<file path="src/rtl/seven_seg_scanner.sv">
// seven_seg_scanner: time-multiplexed 7-segment driver with frame-coherent snapshot,
// inter-digit ghost blanking and optional leading-zero blanking.
module seven_seg_scanner #(
    parameter int NUM_DIGITS   = 4,
    parameter int REFRESH_DIV  = 100000,
    parameter int BLANK_CYCLES = 2000
) (
    input  logic                          clk,
    input  logic                          reset,
    input  logic [4*NUM_DIGITS-1:0]       digits,
    input  logic [NUM_DIGITS-1:0]         dp_mask,
    input  logic                          lz_blank,
    output logic [NUM_DIGITS-1:0]         an,
    output logic [7:0]                    seg,
    output logic [$clog2(NUM_DIGITS)-1:0] digit_idx
);
    localparam int CW = $clog2(REFRESH_DIV);
    localparam int IW = $clog2(NUM_DIGITS);

    logic [CW-1:0]           cnt_q, cnt_d;
    logic [IW-1:0]           idx_q, idx_d;
    logic [4*NUM_DIGITS-1:0] dig_q, dig_d;
    logic [NUM_DIGITS-1:0]   dp_q, dp_d;
    logic                    lz_q, lz_d;
    logic [NUM_DIGITS-1:0]   an_q, an_d;
    logic [7:0]              seg_q, seg_d;
    logic                    slot_end, frame_end, active, blank, dp_cur;
    logic [3:0]              cur;

    function automatic logic [6:0] decode(input logic [3:0] h);
        case (h)
            4'h0: decode = 7'h40;
            4'h1: decode = 7'h79;
            4'h2: decode = 7'h24;
            4'h3: decode = 7'h30;
            4'h4: decode = 7'h19;
            4'h5: decode = 7'h12;
            4'h6: decode = 7'h02;
            4'h7: decode = 7'h78;
            4'h8: decode = 7'h00;
            4'h9: decode = 7'h10;
            4'hA: decode = 7'h08;
            4'hB: decode = 7'h03;
            4'hC: decode = 7'h46;
            4'hD: decode = 7'h21;
            4'hE: decode = 7'h06;
            default: decode = 7'h0E;
        endcase
    endfunction

    always_comb begin
        slot_end  = 32'(cnt_q) == REFRESH_DIV - 1;
        frame_end = slot_end && 32'(idx_q) == NUM_DIGITS - 1;
        active    = 32'(cnt_q) >= BLANK_CYCLES;
        cnt_d     = slot_end ? '0 : cnt_q + 1'b1;
        idx_d     = frame_end ? '0 : slot_end ? idx_q + 1'b1 : idx_q;
        dig_d     = frame_end ? digits : dig_q;
        dp_d      = frame_end ? dp_mask : dp_q;
        lz_d      = frame_end ? lz_blank : lz_q;
        cur       = '0;
        dp_cur    = 1'b0;
        // a digit is blanked only if it and every more significant digit are zero
        blank     = lz_q && idx_q != '0;
        for (int i = 0; i < NUM_DIGITS; i++) begin
            if (IW'(i) == idx_q) begin
                cur    = dig_q[4*i +: 4];
                dp_cur = dp_q[i];
            end
            if (IW'(i) >= idx_q && dig_q[4*i +: 4] != 4'h0) blank = 1'b0;
        end
        an_d  = active ? ~(NUM_DIGITS'(1) << idx_q) : '1;
        seg_d = active ? {~dp_cur, blank ? 7'h7F : decode(cur)} : 8'hFF;
    end

    always_ff @(posedge clk or posedge reset) begin
        if (reset) begin
            cnt_q <= '0;
            idx_q <= '0;
            dig_q <= '0;
            dp_q  <= '0;
            lz_q  <= 1'b0;
            an_q  <= '1;
            seg_q <= 8'hFF;
        end else begin
            cnt_q <= cnt_d;
            idx_q <= idx_d;
            dig_q <= dig_d;
            dp_q  <= dp_d;
            lz_q  <= lz_d;
            an_q  <= an_d;
            seg_q <= seg_d;
        end
    end

    assign an        = an_q;
    assign seg       = seg_q;
    assign digit_idx = idx_q;
endmodule

</file>
<file path="config.mk">
export PLATFORM = sky130hd
export DESIGN_NAME = seven_seg_scanner
export DESIGN_NICKNAME = d
export VERILOG_FILES = /design/src/rtl/seven_seg_scanner.sv
export SDC_FILE = /design/constraint.sdc
export NUM_CORES = 1
export LEC_CHECK = 0
export BUFFER_PORTS_ARGS = -buffer_cell sky130_fd_sc_hd__clkbuf_2
export CORE_UTILIZATION = 57
export CTS_BUF_LIST = sky130_fd_sc_hd__clkbuf_4 sky130_fd_sc_hd__clkbuf_8 sky130_fd_sc_hd__clkbuf_16
export DETAILED_ROUTE_END_ITERATION = 7
export GPL_ROUTABILITY_DRIVEN = 0
export PLACE_DENSITY = 0.79
export SYNTH_ARGS = -nofsm -noshare
export SYNTH_HDL_FRONTEND = slang
export SYNTH_SLANG_ARGS = --single-unit
</file>
<file path="constraint.sdc">
create_clock -name clk -period 3.3 [get_ports clk]
set_input_delay 0.66 -clock clk [delete_from_list [all_inputs] [get_ports clk]]
set_output_delay 0.66 -clock clk [all_outputs]
set_load 0.02 [all_outputs]
</file>
== Yosys cells after proc, flatten, opt, wreduce, memory -nomap -nowiden ==
Memories as Yosys holds them, arrays and structs flattened.
Cells that the tools add are included.

* Flip-flop bits (word level): 52
* ROM bits: 112
* Input port bits: 23
* Output and inout bits: 14
* Logic and storage cells: 54
* Memories: 1

{| class="wikitable"
|+ Memory list
! memory !! words !! bits a word !! rd ports !! clocked after Yosys merged registers in !! wr ports !! RTL line !! text
|-
| (no name shown) || 16 || 7 || 1 || 0 || 0 || 31 || <nowiki>case (h)</nowiki>
|}

* Add/sub/neg operators: 2
* Magnitude comparators: 5
* Equality and inequality tests: 5
* Shifts and indexed selects: 1
* Muxes and demuxes: 18
* Bitwise gates (word level): 2
* Reduce and logical (&&, ||, !) cells: 13

{| class="wikitable"
|+ Operators by type and width
! cell !! count
|-
| $mux W4 || 5
|-
| $add A17 B1 Y17 const B || 1
|-
| $eq A17 B17 Y1 const B || 1
|-
| $ge A17 B11 Y1 const B || 1
|-
| $mux W17 || 1
|-
| $reduce_bool A4 Y1 || 4
|-
| $mux W1 || 8
|-
| $mux W8 || 1
|-
| $mux W7 || 1
|-
| $logic_and A1 B1 Y1 || 6
|-
| $eq A2 B2 Y1 const A || 2
|-
| $ge A1 B2 Y1 const A || 2
|-
| $ge A2 B2 Y1 const A || 2
|-
| $mux W2 || 2
|-
| $not A4 Y4 || 1
|-
| $reduce_bool A2 Y1 || 2
|-
| $shl A1 B2 Y4 const A || 1
|-
| $add A2 B1 Y2 const B || 1
|-
| $eq A1 B2 Y1 const A || 1
|-
| $eq A2 B2 Y1 const B || 1
|-
| $logic_not A2 Y1 || 1
|-
| $not A1 Y1 || 1
|}

== Depth between registers and ports, before layout ==
Gate-level depths: netlist (run 1).

* Word-level depth: 8
* Mapped depth: 11
* Gate-level depth less buffers: 10

== Worst setup path before layout (run 1) ==
Ideal clock, no wire load.

* Path type: reg2reg
* From: register idx_q[1], in the netlist digit_idx[1]
* To: register seg_q[1], in the netlist seg[1]
* Library setup time: 111 ps
* Arrival: 2360 ps
* Data required time: 3189 ps
* Path slack: 829 ps
* Stages on the path, launching flop included: 11
* Path buffers: 1
* Period minus slack after synthesis: 2471 ps
* Path through: dfrtp_1 -> inv_1 -> ha_1 -> clkbuf_1 -> nand3b_1 -> a31oi_1 -> inv_1 -> ha_1 -> nor2_1 -> a211o_1 -> o311ai_0

* Cells in the longest elaborated chain, start to end: 8
* Elaborated cells between the ends (all ways): 25
* Classes of those cells: order compare (4); eq/ne (3); mux (10); reduce/logical (7); memory (1)

{| class="wikitable"
|+ RTL lines
! what !! RTL line !! text
|-
| from (decl) || 21 || <nowiki>logic [IW-1:0] idx_q, idx_d;</nowiki>
|-
| from (signal assigned) || 86 || <nowiki>idx_q <= idx_d;</nowiki>
|-
| $logic_not A2 Y1 (tied with other cells) || 65 || <nowiki>if (IW'(i) == idx_q) begin</nowiki>
|-
| $mux W4 (tied with other cells) || 65 ||
|-
| $mux W4 or $mux W1 (tied branches) (3 in a row) || 65, 69 ||
|-
| $mem_v2 Z16 W7 or $mux W1 (tied branches) || - ||
|-
| $mux W7 * || 72 || <nowiki>seg_d = active ? {~dp_cur, blank ? 7'h7F : decode(cur)} : 8'hFF;</nowiki>
|-
| $mux W8 * || 72 ||
|-
| net seg_d[1] || 26 || <nowiki>logic [7:0] seg_q, seg_d;</nowiki>
|-
| to (signal assigned) || 91 || <nowiki>seg_q <= seg_d;</nowiki>
|-
| to (decl) || 26 ||
|}

Mark *: on every way through the listed nets, which the timed path passes. The rest lies on a longest branch.
A chain may end at the register's enable or synchronous reset.

== Worst setup path after layout (run 1) ==
* From: register idx_q[1], in the netlist digit_idx[1]
* To: register seg_q[3], in the netlist seg[3]

The elaborated chain is that of the path after synthesis.

==> impl_metrics.ini, run 1 <==
[timing]
setup-violations-final = 0
hold_viol_final = 0
finalCriticalPeriod_ns = 2.63
rsz0062_at_grt = false
slew_violations = 0
tightest_slew_ns = 1.08
finalSetupTns_ns = 0
fin_crit_sh = 0.797
max_freq_mhz = 380
relSlewSlack = 0.282
fin_ws_ns = 0.671
finalClockSkew_ns = 0.00453

[placement]
place_ws_ns = 0.685
portBuffers = 36
placed_cell_area_um2 = 2870
dp_cells = 311
dpl.hpwl_um = 3400

[critical_path]
start_kind = flop
cp_cell_sequence = inv_1, ha_1, nand3b_1, a31oi_1, inv_1, ha_1, nor2_1, a211oi_1, o21ai_0
path_max_fanout = 12
max_stage_delay_ns = 0.49
end_kind = flop
worstPathArrival_ns = 2.85
rr_worst_depth = 9
timing.rr.end = seg[3]$_DFF_PP1_
rrSetupSlack_ns = 0.67
required_ns = 3.52
path_class = flop to flop
crit_end = seg[3]$_DFF_PP1_
r2r-start = digit_idx[1]$_DFFE_PP0P_
critPathSlowestCell = a31oi_1
critPathLaunch = digit_idx[1]$_DFFE_PP0P_

[yosys]
synthArstFlopShare = 1.00
synth_area_leaders = dfrtp_1 (38%), dfstp_2 (12%), mux2_4 (11%), ha_1 (6.6%), xnor2_1 (3.6%)
synth_xor_area_frac = 0.0495
avgSynthCellArea_um2 = 11.6
synthCells = 229
yosys_warnings = 0
synth.distinct_cells = 44
ys_seq_area_frac = 0.496
synth.largest_area_cell = dfrtp_1
synthAdderAreaFrac = 0.0660
synth_top_area_share = 0.377
synth.most_common_cell = dfrtp_1
synth_top_family_by_area = simple AND/OR/NAND/NOR gates
syn_area_um2 = 2660
synth_nets = 266
synth-seq-cells = 52
post_synth_mux_area_share = 0.125
synthTopCellsByCount = dfrtp_1 (40), nand2_1 (24), mux2_4 (20)
synth-edff-count = 0
synth_ff_type = dfrtp_1
synth_compound_area_frac = 0.0754
synth-simple-area-share = 0.156

[grt]
antenna_found_initial = 0
grt_use_total = 0.223
overflow = 0
grt_pass1_wl_um = 8350
grt_max_degree = 53
first_global_vias = 1682

[floorplan]
ioPinCount = 37
die_h_um = 70.3
die_x_um = 70.3
coreArea_um2 = 4410
dieArea_um2 = 4940
initial_core_util = 0.601
num_rows = 24

[clock_tree]
cts_setup_buffers = 0
clkLatencyLatePin_ns = 0.31
path_clk_slew_ns = 0.09
cts.htree.levels = 2
cts_root_buffer = clkbuf_8
cts_tree = done
clockBufferDepth = 2
postCtsHoldBufs = 0
ctsResizeCount = 0
numCtsBuffers = 5
clkSinkCount = 52

[hold_path]
hold_class = flop to flop

[routing]
drc = 0
postRouteAntennaNets = 0
routed_via_density = 5.66
vias = 1806
routed_wl_um = 4970
avgRoutedWirePerCell_um = 15.6
drt_iter0_markers = 140
dr.pass1.iters = 6

[finish]
seq_area_um2 = 1320
layout.nets = 303
multiInputGateArea_um2 = 1250
drive_above_1_share = 0.318
fillers = 343
finish.instance_area_um2 = 2960
fin_util = 0.671
num_antenna_cells = 0
fin_cells = 319
area_delta_synth_final_pct = 11.6

[job]
drv_cap = 0

[power_and_ir_drop]
power.density_nw_per_um2 = 381
p_leak_nw = 1.39
peakVddDrop_uv = 224

[run_status]
status = complete, no violations
## cells in the final DEF, fill, tap and decap left out, drive strengths merged, types with 2 or more instances in the layout
master  synthesis  routed
a211oi          2       2
a21oi           6       6
and3            3       3
and4            2       2
clkbuf          4      44
dfrtp          40      40
dfstp          12      12
ha             14      14
inv            12      12
mux2           21      21
mux2i           2       2
nand2          25      25
nand3           7       7
nand3b          4       4
nand4           2       2
nor2           16      16
nor2b           4       4
nor3            2       2
nor3b           2       2
nor4            3       3
o21ai           8       8
o221ai          4       4
o22ai           2       2
xnor2          11      11
xor2            4       4
## layout make-up
class / count / area share
flip-flops and latches: 52 / 0.444
multi-input cells: 158 / 0.422
repair buffers: 37 / 0.0633
clock buffers: 8 / 0.0329
well taps: 52 / 0.0220
inverters: 12 / 0.0152
## how the worst min path moves through the flow
stage                              from                  end  slack (ns)  cells past startpoint
global placement    cnt_q[14]$_DFF_PP0_  cnt_q[14]$_DFF_PP0_        0.50                      1
floorplan           cnt_q[14]$_DFF_PP0_  cnt_q[14]$_DFF_PP0_        0.47                      1
global route        cnt_q[14]$_DFF_PP0_  cnt_q[14]$_DFF_PP0_        0.54                      1
finish              cnt_q[14]$_DFF_PP0_  cnt_q[14]$_DFF_PP0_        0.50                      1
detailed placement  cnt_q[14]$_DFF_PP0_  cnt_q[14]$_DFF_PP0_        0.50                      1
CTS                 cnt_q[14]$_DFF_PP0_  cnt_q[14]$_DFF_PP0_        0.51                      1
## power breakdown
group | internal (W) | switching, W
Combinational | 0.0000379 | 0.0000378
Sequential | 0.000651 | 0.0000115
Clock | 0.000188 | 0.000204
## critical path: cells and delay by family (launching register included)
| kind | cells | cell delay (ns) |
|---|---|---|
| flops | 1 | 0.41 |
| fa+ha+maj | 2 | 0.68 |
| simple gates | 2 | 0.26 |
| compound gates | 3 | 0.85 |
| buf+inv | 2 | 0.34 |
## flip-flops by register name (all words and copies together) (netlist names)
signal / flops
digit_idx: 2
cnt_q: 17
lz_q: 1
dp_q: 4
dig_q: 16
seg: 8
an: 4
## metrics by stage
step / total power [W] / hold slack, ns
final: 0.00113 / 0.503
after global routing: 0.00117 / 0.538
after CTS: 0.00114 / 0.510
after detailed placement: 0.000749 / 0.499
after global placement: 0.000747 / 0.499
after floorplan: 0.000721 / 0.469
## layer usage
metal  vias up  global-route usage  wire length, µm
met1       857               0.337             2470
li1        862                   -                -
met2        74               0.297             2050
met5         -                   0                0
met4         0               0.100              106
met3        13              0.0592              339
## kinds of logic after synthesis
group,after synthesis
buffers and inverters,19
AO/OA/AOI/OAI,29
adder cells (fa/ha/maj),14
AND/OR/NAND/NOR,77
multiplexers,23
XOR/XNOR,15
flip-flops,52
No activity file was read; power rests on OpenSTA's default activity.
==> inputs of run 2 (changes only) <==
==> constraint.sdc (replaced) <==
create_clock -name clk -period 2.7 [get_ports clk]
set_input_delay 0.54 -clock clk [delete_from_list [all_inputs] [get_ports clk]]
set_output_delay 0.54 -clock clk [all_outputs]
set_load 0.02 [all_outputs]
==> impl_metrics.ini, run 2 (synthesis results as in run 1) <==
[run_status]
status = complete, no violations

[timing]
setup-violations-final = 0
max_freq_mhz = 428
finalClockSkew_ns = 0.00812
tightest_slew_ns = 0.721
finalSetupTns_ns = 0
slew_violations = 0
finalCriticalPeriod_ns = 2.34
fin_crit_sh = 0.865
rsz0062_at_grt = false
relSlewSlack = 0.514
hold_viol_final = 0

[grt]
grt_use_total = 0.215
grt_pass1_wl_um = 8210
first_global_vias = 1725
overflow = 0
grt_max_degree = 33
antenna_found_initial = 0

[clock_tree]
cts.htree.levels = 2
ctsResizeCount = 0
cts_tree = done
postCtsHoldBufs = 0
clkSinkCount = 52
clockBufferDepth = 2
numCtsBuffers = 5
path_clk_slew_ns = 0.10
clkLatencyLatePin_ns = 0.31
cts_root_buffer = clkbuf_8
cts_setup_buffers = 0

[floorplan]
die_x_um = 70.3
ioPinCount = 37
initial_core_util = 0.601
die_h_um = 70.3
num_rows = 24
dieArea_um2 = 4940
coreArea_um2 = 4410

[critical_path]
rr_worst_depth = 6
r2r-start = cnt_q[0]$_DFF_PP0_
end_kind = flop
path_max_fanout = 21
worstPathArrival_ns = 2.53
path_class = flop to flop
start_kind = flop
critPathLaunch = cnt_q[0]$_DFF_PP0_
timing.rr.end = dig_q[13]$_DFFE_PP0P_
crit_end = dig_q[13]$_DFFE_PP0P_
rrSetupSlack_ns = 0.36
required_ns = 2.90

[finish]
largest_reg_flops = 17
layout.nets = 308
fin_util = 0.679
final_cell_mix = dfrtp_1 (40), clkbuf_2 (36), nand2_1 (24)
top_register = cnt_q
num_antenna_cells = 0
fillers = 352
drive_above_1_share = 0.331
fin_cells = 324
final_common_cell = dfrtp_1
finish.instance_area_um2 = 3000
area_delta_synth_final_pct = 13.0

[job]
drv_cap = 0

[routing]
avgRoutedWirePerCell_um = 14.7
vias = 1792
drt_iter0_markers = 92
postRouteAntennaNets = 0
drc = 0
routed_wl_um = 4760
routed_via_density = 5.53
dr.pass1.iters = 4

[power_and_ir_drop]
peakVddDrop_uv = 242
p_leak_nw = 1.41
power.density_nw_per_um2 = 456

[placement]
portBuffers = 36
dp_cells = 316
dpl.hpwl_um = 3490
placed_cell_area_um2 = 2900

[hold_path]
hold_class = primary input to async pin
## run 2: cell count changes in the layout (fill, tap and decap cells not counted)
cell        change
clkinvlp_4      +1
clkinv_4        +1
clkbuf_8        -1
inv_8           +1
buf_4           +5
clkbuf_4        -2
## run 2: critical path, stage by stage, from the launching register on
cell and delay [ns]:
dfrtp_1 0.42, ha_1 0.22, and4_1 0.25, nand2_1 0.10
nor4_4 0.31, nand2_2 0.45, mux2_4 0.45
## run 2: how the worst min path moves through the flow
stage                              from                   to  slack [ns]  cells past startpoint
finish                            reset  cnt_q[12]$_DFF_PP0_        0.29                      2
CTS                               reset  cnt_q[14]$_DFF_PP0_        0.30                      2
detailed placement  dp_q[2]$_DFFE_PP0P_  dp_q[2]$_DFFE_PP0P_        0.50                      1
global placement     cnt_q[0]$_DFF_PP0_   cnt_q[0]$_DFF_PP0_        0.49                      1
global route                      reset  dp_q[1]$_DFFE_PP0P_        0.35                      2
floorplan           cnt_q[14]$_DFF_PP0_  cnt_q[14]$_DFF_PP0_        0.47                      1
## run 2: final cells by class
| cell class | count | area (µm²) | area share |
|---|---|---|---|
| sequential | 52 | 1320 | 0.439 |
| multi-input combinational | 158 | 1250 | 0.417 |
| clock inverter | 3 | 27.5 | 0.00918 |
| timing repair buffer | 42 | 225 | 0.0751 |
| inverter | 12 | 45.0 | 0.0150 |
| tap | 52 | 65.1 | 0.0217 |
| clock buffer | 5 | 68.8 | 0.0229 |
## run 2: metal layers
layer | vias up | wire [µm] | GRT usage
met1 | 867 | 2340 | 0.319
met5 | - | 0 | 0
met2 | 45 | 2140 | 0.306
met3 | 6 | 226 | 0.0462
li1 | 874 | - | -
met4 | 0 | 60 | 0.0867
## run 2: through the flow
| step | hold slack [ns] | setup WS [ns] | total power [W] |
|---|---|---|---|
| floorplan | 0.469 | 0.229 | 0.000881 |
| global placement | 0.490 | 0.444 | 0.000918 |
| detailed placement | 0.497 | 0.393 | 0.000921 |
| CTS | 0.299 | 0.371 | 0.00139 |
| global route | 0.350 | 0.218 | 0.00142 |
| finish | 0.293 | 0.364 | 0.00137 |
## run 2: power breakdown
group / switching, W / total, W / internal [W]
registers: 0.0000132 / 0.000808 / 0.000795
clock network: 0.000271 / 0.000462 / 0.000191
logic: 0.0000464 / 0.0000975 / 0.0000511
